==> src/rtl/atm_ledger_arbiter.sv <==
// Round-robin arbiter that shares one account ledger between NUM_REQ cashier
// front-ends. Each granted request runs as a single read-modify-write
// (IDLE -> EXEC -> RESP), so concurrent sessions on the same account are
// strictly serialized. A host port preloads balances while the arbiter is idle.
module atm_ledger_arbiter #(
  parameter int NUM_REQ  = 4,
  parameter int NUM_ACCT = 8,
  parameter int ACCT_W   = 3,
  parameter int BAL_W    = 64,
  parameter int MONTO_W  = 32
) (
  input  logic                        clk,
  input  logic                        reset,
  input  logic [NUM_REQ-1:0]          req_valid,
  output logic [NUM_REQ-1:0]          req_ready,
  input  logic [NUM_REQ*ACCT_W-1:0]   req_acct,
  input  logic [NUM_REQ-1:0]          req_tipo,
  input  logic [NUM_REQ*MONTO_W-1:0]  req_monto,
  output logic [NUM_REQ-1:0]          rsp_valid,
  output logic [BAL_W-1:0]            rsp_balance,
  output logic                        rsp_entregar_dinero,
  output logic                        rsp_fondos_insuficientes,
  output logic                        rsp_saturado,
  input  logic                        init_we,
  input  logic [ACCT_W-1:0]           init_acct,
  input  logic [BAL_W-1:0]            init_balance,
  output logic                        init_ack,
  output logic                        busy
);

  localparam int PTR_W = (NUM_REQ > 1) ? $clog2(NUM_REQ) : 1;

  typedef enum logic [1:0] {
    IDLE = 2'd0,
    EXEC = 2'd1,
    RESP = 2'd2
  } state_t;

  state_t               state_q;
  logic [PTR_W-1:0]     rrPtr_q;
  logic [PTR_W-1:0]     winner_q;
  logic [ACCT_W-1:0]    acct_q;
  logic                 tipo_q;
  logic [MONTO_W-1:0]   monto_q;
  logic [BAL_W-1:0]     ledger_q [NUM_ACCT];

  logic [NUM_REQ-1:0]   rspValid_q;
  logic [BAL_W-1:0]     rspBalance_q;
  logic                 entregar_q;
  logic                 fondos_q;
  logic                 saturado_q;
  logic                 initAck_q;

  logic                 grantFound;
  logic [PTR_W-1:0]     grantIdx;
  logic [PTR_W-1:0]     cand;
  logic                 handshake;

  logic [BAL_W-1:0]     balB;
  logic [BAL_W-1:0]     amtM;
  logic [BAL_W:0]       sumExt;
  logic [BAL_W-1:0]     result_d;
  logic                 writeEn_d;
  logic                 entregar_d;
  logic                 fondos_d;
  logic                 saturado_d;

  // Round-robin search: first valid requester after the last winner.
  always_comb begin
    grantFound = 1'b0;
    grantIdx   = '0;
    cand       = '0;
    for (int k = 1; k <= NUM_REQ; k++) begin
      cand = PTR_W'((int'(rrPtr_q) + k) % NUM_REQ);
      if (!grantFound && req_valid[cand]) begin
        grantFound = 1'b1;
        grantIdx   = cand;
      end
    end
  end

  // Grant only in IDLE, never while the host is writing or reset is held.
  always_comb begin
    req_ready = '0;
    if (reset && (state_q == IDLE) && !init_we && grantFound) begin
      req_ready[grantIdx] = 1'b1;
    end
  end

  assign handshake = |(req_valid & req_ready);

  // Ledger update for the latched transaction; overflow is detected via a carry bit.
  always_comb begin
    balB       = ledger_q[acct_q];
    amtM       = BAL_W'(monto_q);
    sumExt     = {1'b0, balB} + {1'b0, amtM};
    result_d   = balB;
    writeEn_d  = 1'b0;
    entregar_d = 1'b0;
    fondos_d   = 1'b0;
    saturado_d = 1'b0;
    if (tipo_q) begin
      if (amtM > balB) begin
        fondos_d = 1'b1;
      end else begin
        result_d   = balB - amtM;
        writeEn_d  = 1'b1;
        entregar_d = 1'b1;
      end
    end else begin
      writeEn_d = 1'b1;
      if (sumExt[BAL_W]) begin
        result_d   = '1;
        saturado_d = 1'b1;
      end else begin
        result_d = sumExt[BAL_W-1:0];
      end
    end
  end

  // Control FSM with ledger storage and registered response/ack outputs.
  always_ff @(posedge clk) begin
    if (!reset) begin
      state_q      <= IDLE;
      rrPtr_q      <= PTR_W'(NUM_REQ - 1);
      winner_q     <= '0;
      acct_q       <= '0;
      tipo_q       <= 1'b0;
      monto_q      <= '0;
      rspValid_q   <= '0;
      rspBalance_q <= '0;
      entregar_q   <= 1'b0;
      fondos_q     <= 1'b0;
      saturado_q   <= 1'b0;
      initAck_q    <= 1'b0;
      for (int a = 0; a < NUM_ACCT; a++) begin
        ledger_q[a] <= '0;
      end
    end else begin
      rspValid_q   <= '0;
      rspBalance_q <= '0;
      entregar_q   <= 1'b0;
      fondos_q     <= 1'b0;
      saturado_q   <= 1'b0;
      initAck_q    <= 1'b0;
      case (state_q)
        IDLE: begin
          if (init_we) begin
            ledger_q[init_acct] <= init_balance;
            initAck_q           <= 1'b1;
          end else if (handshake) begin
            winner_q <= grantIdx;
            rrPtr_q  <= grantIdx;
            acct_q   <= req_acct[int'(grantIdx)*ACCT_W +: ACCT_W];
            tipo_q   <= req_tipo[grantIdx];
            monto_q  <= req_monto[int'(grantIdx)*MONTO_W +: MONTO_W];
            state_q  <= EXEC;
          end
        end
        EXEC: begin
          if (writeEn_d) begin
            ledger_q[acct_q] <= result_d;
          end
          rspValid_q[winner_q] <= 1'b1;
          rspBalance_q         <= result_d;
          entregar_q           <= entregar_d;
          fondos_q             <= fondos_d;
          saturado_q           <= saturado_d;
          state_q              <= RESP;
        end
        RESP: begin
          state_q <= IDLE;
        end
        default: begin
          state_q <= IDLE;
        end
      endcase
    end
  end

  assign rsp_valid                = rspValid_q;
  assign rsp_balance              = rspBalance_q;
  assign rsp_entregar_dinero      = entregar_q;
  assign rsp_fondos_insuficientes = fondos_q;
  assign rsp_saturado             = saturado_q;
  assign init_ack                 = initAck_q;
  assign busy                     = (state_q != IDLE);

endmodule
==> config.mk <==
export PLATFORM = sky130hd
export DESIGN_NAME = atm_ledger_arbiter
export DESIGN_NICKNAME = d
export VERILOG_FILES = /design/src/rtl/atm_ledger_arbiter.sv
export SDC_FILE = /design/constraint.sdc
export NUM_CORES = 1
export LEC_CHECK = 0
export CAP_MARGIN = 20
export CELL_PAD_IN_SITES_DETAIL_PLACEMENT = 1
export CELL_PAD_IN_SITES_GLOBAL_PLACEMENT = 2
export CORE_UTILIZATION = 42
export DETAILED_ROUTE_END_ITERATION = 10
export PLACE_DENSITY = 0.95
export SYNTH_ARGS = -nofsm -noshare
export SYNTH_HDL_FRONTEND = slang
export SYNTH_SLANG_ARGS = --single-unit
==> constraint.sdc <==
create_clock -name clk -period 12.6 [get_ports clk]
set_input_delay 1.89 -clock clk [delete_from_list [all_inputs] [get_ports clk]]
set_output_delay 1.89 -clock clk [all_outputs]
set_load 0.02 [all_outputs]
## Word-level counts from Yosys, hierarchy flattened

Memories as Yosys holds them, arrays and structs flattened. A register that Yosys moved wholly into a read port is not among the register bits.
Cells that the tools add are included.

- Memories kept: 1
- Logic and storage cells: 110
- Memory bits (writable): 512
- Bits in registers: 114

Memory list:

| memory | words | bits a word | read ports | clocked after Yosys merged registers in | wr ports | RTL line | text |
|---|---|---|---|---|---|---|---|
| ledger_q | 8 | 64 | 1 | 1 | 8 | 45 | `logic [BAL_W-1:0] ledger_q [NUM_ACCT];` |

- Add/sub/neg operators: 6
- Multiplexer cells: 50
- Equal/unequal tests: 3
- Order comparisons: 9
- Reductions and logical operators: 22
- Bitwise gates (word level): 4
- Multiply operators: 1
- Shift operators: 2

Operators with widths:

| kind | count |
|---|---|
| $mux W64 | 5 |
| $reduce_or A64 Y1 | 2 |
| $shiftx A128 B8 Y32 | 1 |
| $add A64 B32 Y65 | 1 |
| $gt A32 B64 Y1 | 1 |
| $sub A64 B32 Y64 | 1 |
| $mux W1 | 26 |
| $lt A2 B3 Y1 const B | 6 |
| $mux W2 | 6 |
| $mux W3 | 4 |
| $shiftx A12 B5 Y3 | 1 |
| $bmux W1 S2 | 5 |
| $logic_and A1 B1 Y1 | 8 |
| $reduce_and A3 Y1 | 2 |
| $add A2 B1 Y2 const B | 2 |
| $add A2 B2 Y2 const B | 2 |
| $and A4 B4 Y4 | 1 |
| $demux W1 S2 | 2 |
| $ge A2 B1 Y1 const B | 2 |
| $logic_not A1 Y1 | 4 |
| $mul A2 B2 Y4 const B | 1 |
| $mux W4 | 1 |
| $ne A2 B2 Y1 const B | 2 |
| $pmux W2 S2 | 1 |
| 7 further kinds | 10 |

## Logic depth before layout (Yosys ltp)

Gate-level depths: netlist (run 1).

- Depth after elaboration: 23
- Gate-level depth with buffers: 26

## Least setup slack after synthesis (run 1)

Ideal clock, no wire load.

- Kind: flip-flop to flip-flop
- Start point: reg with a tool-made name
- End point: mem ledger_q[4][0] (enable)
- Cell stages (with the launch flop): 24
- Setup time: 0.424 ns
- Data arrival time: 7.061 ns
- Path buffers: 10
- Slack: 5.115 ns
- Required time: 12.176 ns
- Cell sequence: dfxtp_1 > buf_4 > buf_4 > buf_2 > buf_4 > buf_2 > buf_2 > buf_1 > buf_2 > mux4_2 > mux2_2 > ha_1 > clkbuf_1 > nand2_1 > o21a_1 > o21ai_0 > a21o_1 > a31oi_1 > nand4_1 > nand2_1 > mux2i_1 > nand2_1 > clkbuf_1 > nand2_1

RTL lines:

| what | RTL line |
|---|---|
| to (decl) | 45 |

==> impl_metrics.toml, run 1 <==
[logic_synthesis]
synth_simple_gate_area_share_pct = 17.39
synth_adder_area_share_pct = 2.404
syn_area_mm2 = 0.03497
synth_top_family_by_area = "simple AND/OR/NAND/NOR gates"
seq_area_frac_synth_pct = 50.66
avgSynthCellArea_um2 = 10.79
synth-edff-count = 512
ys_ff_latch = 629
synth.distinct_cells = 98
synth_fp_nets = 3526
yosys_warnings = 0
async_flop_share_pct = 0
synth_flop_cell = "edfxtp_1"
synth_compound_area_share_pct = 11.97
synth-xor-area-share_pct = 2.029
synthMuxAreaShare_pct = 11.84
syn_inst = 3242

[place]
place.gp.congestion = 0.9665
dp_hpwl_um = 92240
io_buffers = 294
dpl_cell_area_mm2 = 0.03879
place_inst = 4442

[sta]
setup_violations = 0
hold_viol = 0
maxSlewViolCount = 0
tns_ns = 0
period_minus_slack_ns = 9.396
clock-skew-final_ns = 0.02785
fmaxAchievable_ghz = 0.1064
worst-slew-pin-transition_ns = 1.140
period_share_pct = 74.57
rsz0062_at_grt = "no"
timing.slew.headroom_pct = 24.01
holdWs_ns = 0.4856

[detailed_routing]
drt-total-wl_um = 135300
route.detailed.wl_per_inst_um = 29.60
drc = 0
antenna_left = 0
first_pass_iters = 6
route.vias.total = 29310
drt_iter0_markers = 3294
vias_per_cell = 6.411

[worst_setup_path]
max_stage_delay_ns = 1.03
worstPathRequired_ns = 12.86
critPathSlowestCell = "dfxtp_4"
cp_top_family = "simple AND/OR/NAND/NOR gates"
cp_common_cell = "buf_4"
crit_chain = "buf_4 -> buf_4 -> mux4_2 -> mux2i_1 -> nand2b_1 -> or4_4 -> nor4_2 -> nand4_1 -> nand2_4 -> buf_4 -> mux2i_1 -> nand2_2 -> nand2_4 -> buf_4"
crit_buf_inv = 4
reg2reg_to = "ledger_q[5][44]$_SDFFCE_PN0P_"
r2r_cells = 14
reg2reg_slack_ns = 3.20
critical_path.max_fanout = 53
crit_type = "reg2reg"
cp.arrival_ns = 9.65
start_kind = "flop"
end_kind = "flop"

[worst_hold_path]
min_to = "rsp_valid[1]$_SDFF_PN0_"
min_path_cells = 1
hp-class = "reg2reg"
min_from = "winner_q[1]$_SDFFE_PN0P_"

[pwr]
power.total_mw = 5.739
power.density_mw_per_mm2 = 139.8
leakage_nw = 14.36
ir_drop_mv = 0.08670

[final_layout]
final_cell_mix = "nor2_1, edfxtp_1, clkdlybuf4s50_1"
instances_no_fill = 4572
final_common_cell = "nor2_1"
synthToLayoutAreaGrowth_pct = 17.37
drive_above_1_share_pct = 11.54
fin_nets = 3727
fillers = 8787
design_area_mm2 = 0.04105

[global_routing]
antenna_found_initial = 2
track_usage_pct = 31.40
grt_pass1_wl_um = 198600
grt_max_degree = 73
grt_overflow = 0
grt_pass1_vias = 30078

[die]
fp.dieArea_mm2 = 0.08443
die_h_um = 290.6
core_area_mm2 = 0.08224
fp.dieW_um = 290.6
ios = 295
start_util_pct = 42.52
num_rows = 105

[clock_network]
numCtsBuffers = 69
root_buffer = "clkbuf_16"
cts.path.max_buffers = 3
holdBufCountCts = 0
htree_levels = 3
clk_pin_slew_worst_paths_ns = 0.06
cts_sinks = 629
cts_resized = 0
cts_setup_buffers = 0
clock_latency_ns = 0.64
cts_tree = "yes"

[outcome]
status = "finished clean"

[run]
maxCapViolations = 0
[worst register-to-register path, cell delays in order (launching register included)]
cell      delay [ns]
dfxtp_4         1.03
buf_4           0.72
buf_4           0.60
mux4_2          0.61
mux2i_1         0.54
nand2b_1        0.19
or4_4           0.60
nor4_2          0.62
nand4_1         0.44
nand2_4         0.45
buf_4           0.63
mux2i_1         0.56
nand2_2         0.58
nand2_4         0.68
buf_4           0.72
[stage by stage]
stage | setup WS [ns] | utilization (%)
finish | 3.204 | 49.91
detailed placement | 3.389 | 47.17
global placement | 3.820 | 47.16
CTS | 3.318 | 49.90
floorplan | 5.115 | -
global route | 2.887 | 49.90
[worst max path at each step]
stage / startpoint / endpoint / cells after the start
3_5_place_dp: flop / ledger_q[5][42]$_SDFFCE_PN0P_ / 16
2_1_floorplan: flop / ledger_q[4][0]$_SDFFCE_PN0P_ / 23
3_3_place_gp: flop / ledger_q[5][42]$_SDFFCE_PN0P_ / 16
4_1_cts: flop / ledger_q[5][32]$_SDFFCE_PN0P_ / 14
5_1_grt: flop / ledger_q[5][40]$_SDFFCE_PN0P_ / 16
6_report: flop / ledger_q[5][44]$_SDFFCE_PN0P_ / 14
[sequential cells by signal (all words and copies together) (netlist names), named ones only]
| signal | cells |
|---|---|
| winner_q | 2 |
| rsp_balance | 64 |
| rsp_entregar_dinero | 1 |
| rsp_valid | 4 |
| acct_q | 3 |
| tipo_q | 1 |
| state_q | 2 |
| monto_q | 32 |
| init_ack | 1 |
| ledger_q | 512 |
| rrPtr_q | 2 |
| rsp_fondos_insuficientes | 1 |
| rsp_saturado | 1 |
[logic make-up (layout without fill, tap and decap cells)]
logic type,count (synthesis),count (layout)
simple gates,1298,1298
flops,629,629
compound gates,608,608
buf+inv,302,560
mux,258,258
xor+xnor,81,81
fa+ha+maj,66,66
other cells,0,2
[cells in the mapped netlist, types with 39 or more instances]
library cell  count  area (um2)
nor2_1          577        2166
edfxtp_1        512       15370
nand2_1         236       885.9
a21oi_1         156       780.8
clkbuf_1        122       457.9
dfxtp_1         117        2342
mux4_2          114        2567
nand3_1          87       435.4
and2_1           83       519.3
inv_1            82       307.8
mux2i_1          78       780.8
o21ai_0          77       385.4
nor2b_1          70       437.9
xnor2_1          70       613.1
ha_1             64       800.8
buf_2            54       270.3
a211oi_1         49       367.9
mux2_2           46       518.0
a311oi_1         45       394.1
nand4_1          45       281.5
nor3_1           39       195.2
[power breakdown]
part,internal [mW],switching [mW],leakage (nW)
clock,1.14,0.891,1.10
combinational,0.456,0.837,6.99
sequential,2.35,0.0674,6.27
[layout make-up]
type                    instances  area [um2]  share of cell area, %
diodes                          2       5.005                0.01219
clock buffers                  95        1978                  4.819
clock inverters                33       271.5                 0.6615
inverters                      88       330.3                 0.8048
multi-input cells            2311       16080                  39.18
flip-flops and latches        629       17730                  43.19
well taps                    1070        1339                  3.262
repair buffers                344        3311                  8.066
[per-layer routing]
layer	vias to the layer above	share of wire, %	global-route usage (%)
met2	1733	46	50.22
li1	12441	-	-
met1	14824	40	42.15
met5	-	0	0
met3	312	10	5.919
met4	0	3.8	12.32
Note: power is estimated with default switching activity, not from simulation.
==> run 2: changes to the inputs <==
--- a/config.mk
+++ b/config.mk
@@ -8,9 +8,9 @@
 export CAP_MARGIN = 20
 export CELL_PAD_IN_SITES_DETAIL_PLACEMENT = 1
 export CELL_PAD_IN_SITES_GLOBAL_PLACEMENT = 2
-export CORE_UTILIZATION = 42
+export CORE_UTILIZATION = 35
 export DETAILED_ROUTE_END_ITERATION = 10
-export PLACE_DENSITY = 0.95
+export PLACE_DENSITY = 0.87
 export SYNTH_ARGS = -nofsm -noshare
 export SYNTH_HDL_FRONTEND = slang
 export SYNTH_SLANG_ARGS = --single-unit
==> constraint.sdc (replaced) <==
create_clock -name clk -period 7.9 [get_ports clk]
set_input_delay 1.185 -clock clk [delete_from_list [all_inputs] [get_ports clk]]
set_output_delay 1.185 -clock clk [all_outputs]
set_load 0.02 [all_outputs]
==> impl_metrics.toml, run 2 (synthesis results as in run 1) <==
[global_routing]
top_usage_layer = "met2"
track_usage_pct = 25.51
grt_pass1_wl_um = 194500
antenna_found_initial = 3
grt_pass1_vias = 29737
grt_overflow = 0
use_met2_pct = 41.81
grtUsageMet3_pct = 4.337
met1_usage_pct = 34.16
grt_max_degree = 135

[pwr]
internal_power_mw = 6.504
swShare_pct = 30.31
combPwrFrac_pct = 22.3
seq_power_share_pct = 41.1
switchingPower_mw = 2.829
power.density_mw_per_mm2 = 223.2
power.total_mw = 9.334
ir_drop_mv = 0.1418
p_clk_share_pct = 36.6
leakage_nw = 14.63

[final_layout]
top_register = "ledger_q"
fillers = 10682
n_antenna_cell = 0
final_cell_mix = "nor2_1, edfxtp_1, clkdlybuf4s50_1"
final_common_cell = "nor2_1"
instances_no_fill = 4815
drive_above_1_share_pct = 12.56
multi_input_area_mm2 = 0.01609
final-seq-area_mm2 = 0.01773
largest_register_ff_count = 512
fin_nets = 3758
postLayoutCoreUtil_pct = 42.37
synthToLayoutAreaGrowth_pct = 19.59

[detailed_routing]
route.vias.total = 28834
drt-total-wl_um = 131600
vias_per_cell = 5.988
drc = 0
drt_iter0_markers = 3304
first_pass_iters = 5
antenna_left = 0
route.detailed.wl_per_inst_um = 27.33

[worst_setup_path]
reg2reg_to = "ledger_q[1][36]$_SDFFCE_PN0P_"
cp.arrival_ns = 7.56
start_kind = "flop"
r2r_cells = 15
worstPathRequired_ns = 8.24
end_kind = "flop"
critical_path.max_fanout = 57
crit_type = "reg2reg"
reg2reg_slack_ns = 0.68

[sta]
tns_ns = 0
period_share_pct = 91.33
maxSlewViolCount = 0
holdWs_ns = 0.4715
setup_violations = 0
clock-skew-final_ns = 0.03745
fmaxAchievable_ghz = 0.1386
rsz0062_at_grt = "no"
timing.slew.headroom_pct = 24.98
worst-slew-pin-transition_ns = 1.125
period_minus_slack_ns = 7.215
hold_viol = 0

[die]
num_rows = 115
core_area_mm2 = 0.09871
ios = 295
fp.dieW_um = 318.1
fp.dieArea_mm2 = 0.1012
start_util_pct = 35.43
die_h_um = 318.1

[clock_network]
clock_latency_ns = 0.65
holdBufCountCts = 0
htree_levels = 3
cts.path.max_buffers = 3
clk_pin_slew_worst_paths_ns = 0.07
root_buffer = "clkbuf_16"
cts_tree = "yes"
numCtsBuffers = 67
cts_setup_buffers = 0
cts_resized = 0
cts_sinks = 629

[outcome]
status = "finished clean"

[place]
place.gp.congestion = 0.9251
place_inst = 4692
dp_hpwl_um = 90360
io_buffers = 294

[worst_hold_path]
min_path_cells = 1
hp-class = "reg2reg"
min_to = "rsp_valid[2]$_SDFF_PN0_"
min_from = "winner_q[0]$_SDFFE_PN0P_"

[run]
maxCapViolations = 0
-- run 2: area by class of cell --
class	instances	area share [%]
Clock buffer	84	4.508
Inverter	88	0.7898
Clock inverter	39	1.128
Sequential cell	629	42.39
Tap cell	1287	3.850
Timing Repair Buffer	377	8.867
Multi-Input combinational cell	2311	38.47
-- run 2: power groups by stage --
stage / combinational [mW] / clock (mW) / sequential, mW
after detailed placement: 2.04 / 0 / 3.91
after global placement: 2.01 / 0 / 3.89
after CTS: 2.05 / 3.45 / 3.84
after global routing: 2.21 / 3.56 / 3.85
final: 2.09 / 3.41 / 3.84
after floorplan: 1.29 / 0 / 3.88
-- run 2: per-layer routing --
layer / up-vias / share of wire (%) / wire [um]
li1: 12505 / - / -
met1: 14698 / 42 / 54620
met2: 1387 / 47 / 61750
met3: 238 / 8.5 / 11230
met4: 6 / 3.0 / 3962
met5: - / 0.028 / 37
-- run 2: per-stage QoR --
step / setup slack [ns] / instance area (um2)
final: 0.6849 / 41820
after global routing: 0.2484 / 41820
after CTS: 0.8124 / 41820
after detailed placement: 0.8224 / 39470
after global placement: 1.037 / 39460
after floorplan: 0.4152 / 34970
-- run 2: worst max-delay path by stage --
stage,endpoint,cells after the start
finish,ledger_q[1][36]$_SDFFCE_PN0P_,15
global route,ledger_q[3][38]$_SDFFCE_PN0P_,15
CTS,ledger_q[1][36]$_SDFFCE_PN0P_,15
detailed placement,ledger_q[1][36]$_SDFFCE_PN0P_,15
global placement,ledger_q[0][39]$_SDFFCE_PN0P_,15
floorplan,ledger_q[4][0]$_SDFFCE_PN0P_,23
-- run 2: worst max-delay path, cell delays in order (launching register included) --
cell	delay (ns)
dfxtp_4	0.78
buf_4	0.40
mux4_2	0.53
mux2_2	0.32
ha_1	0.50
a21o_1	0.26
a31oi_1	0.31
o21ai_0	0.14
a21o_1	0.18
a31oi_1	0.69
nand4_1	0.50
nand2_4	0.39
buf_4	0.79
nor3b_1	0.16
a22oi_1	0.71
nor2_1	0.12
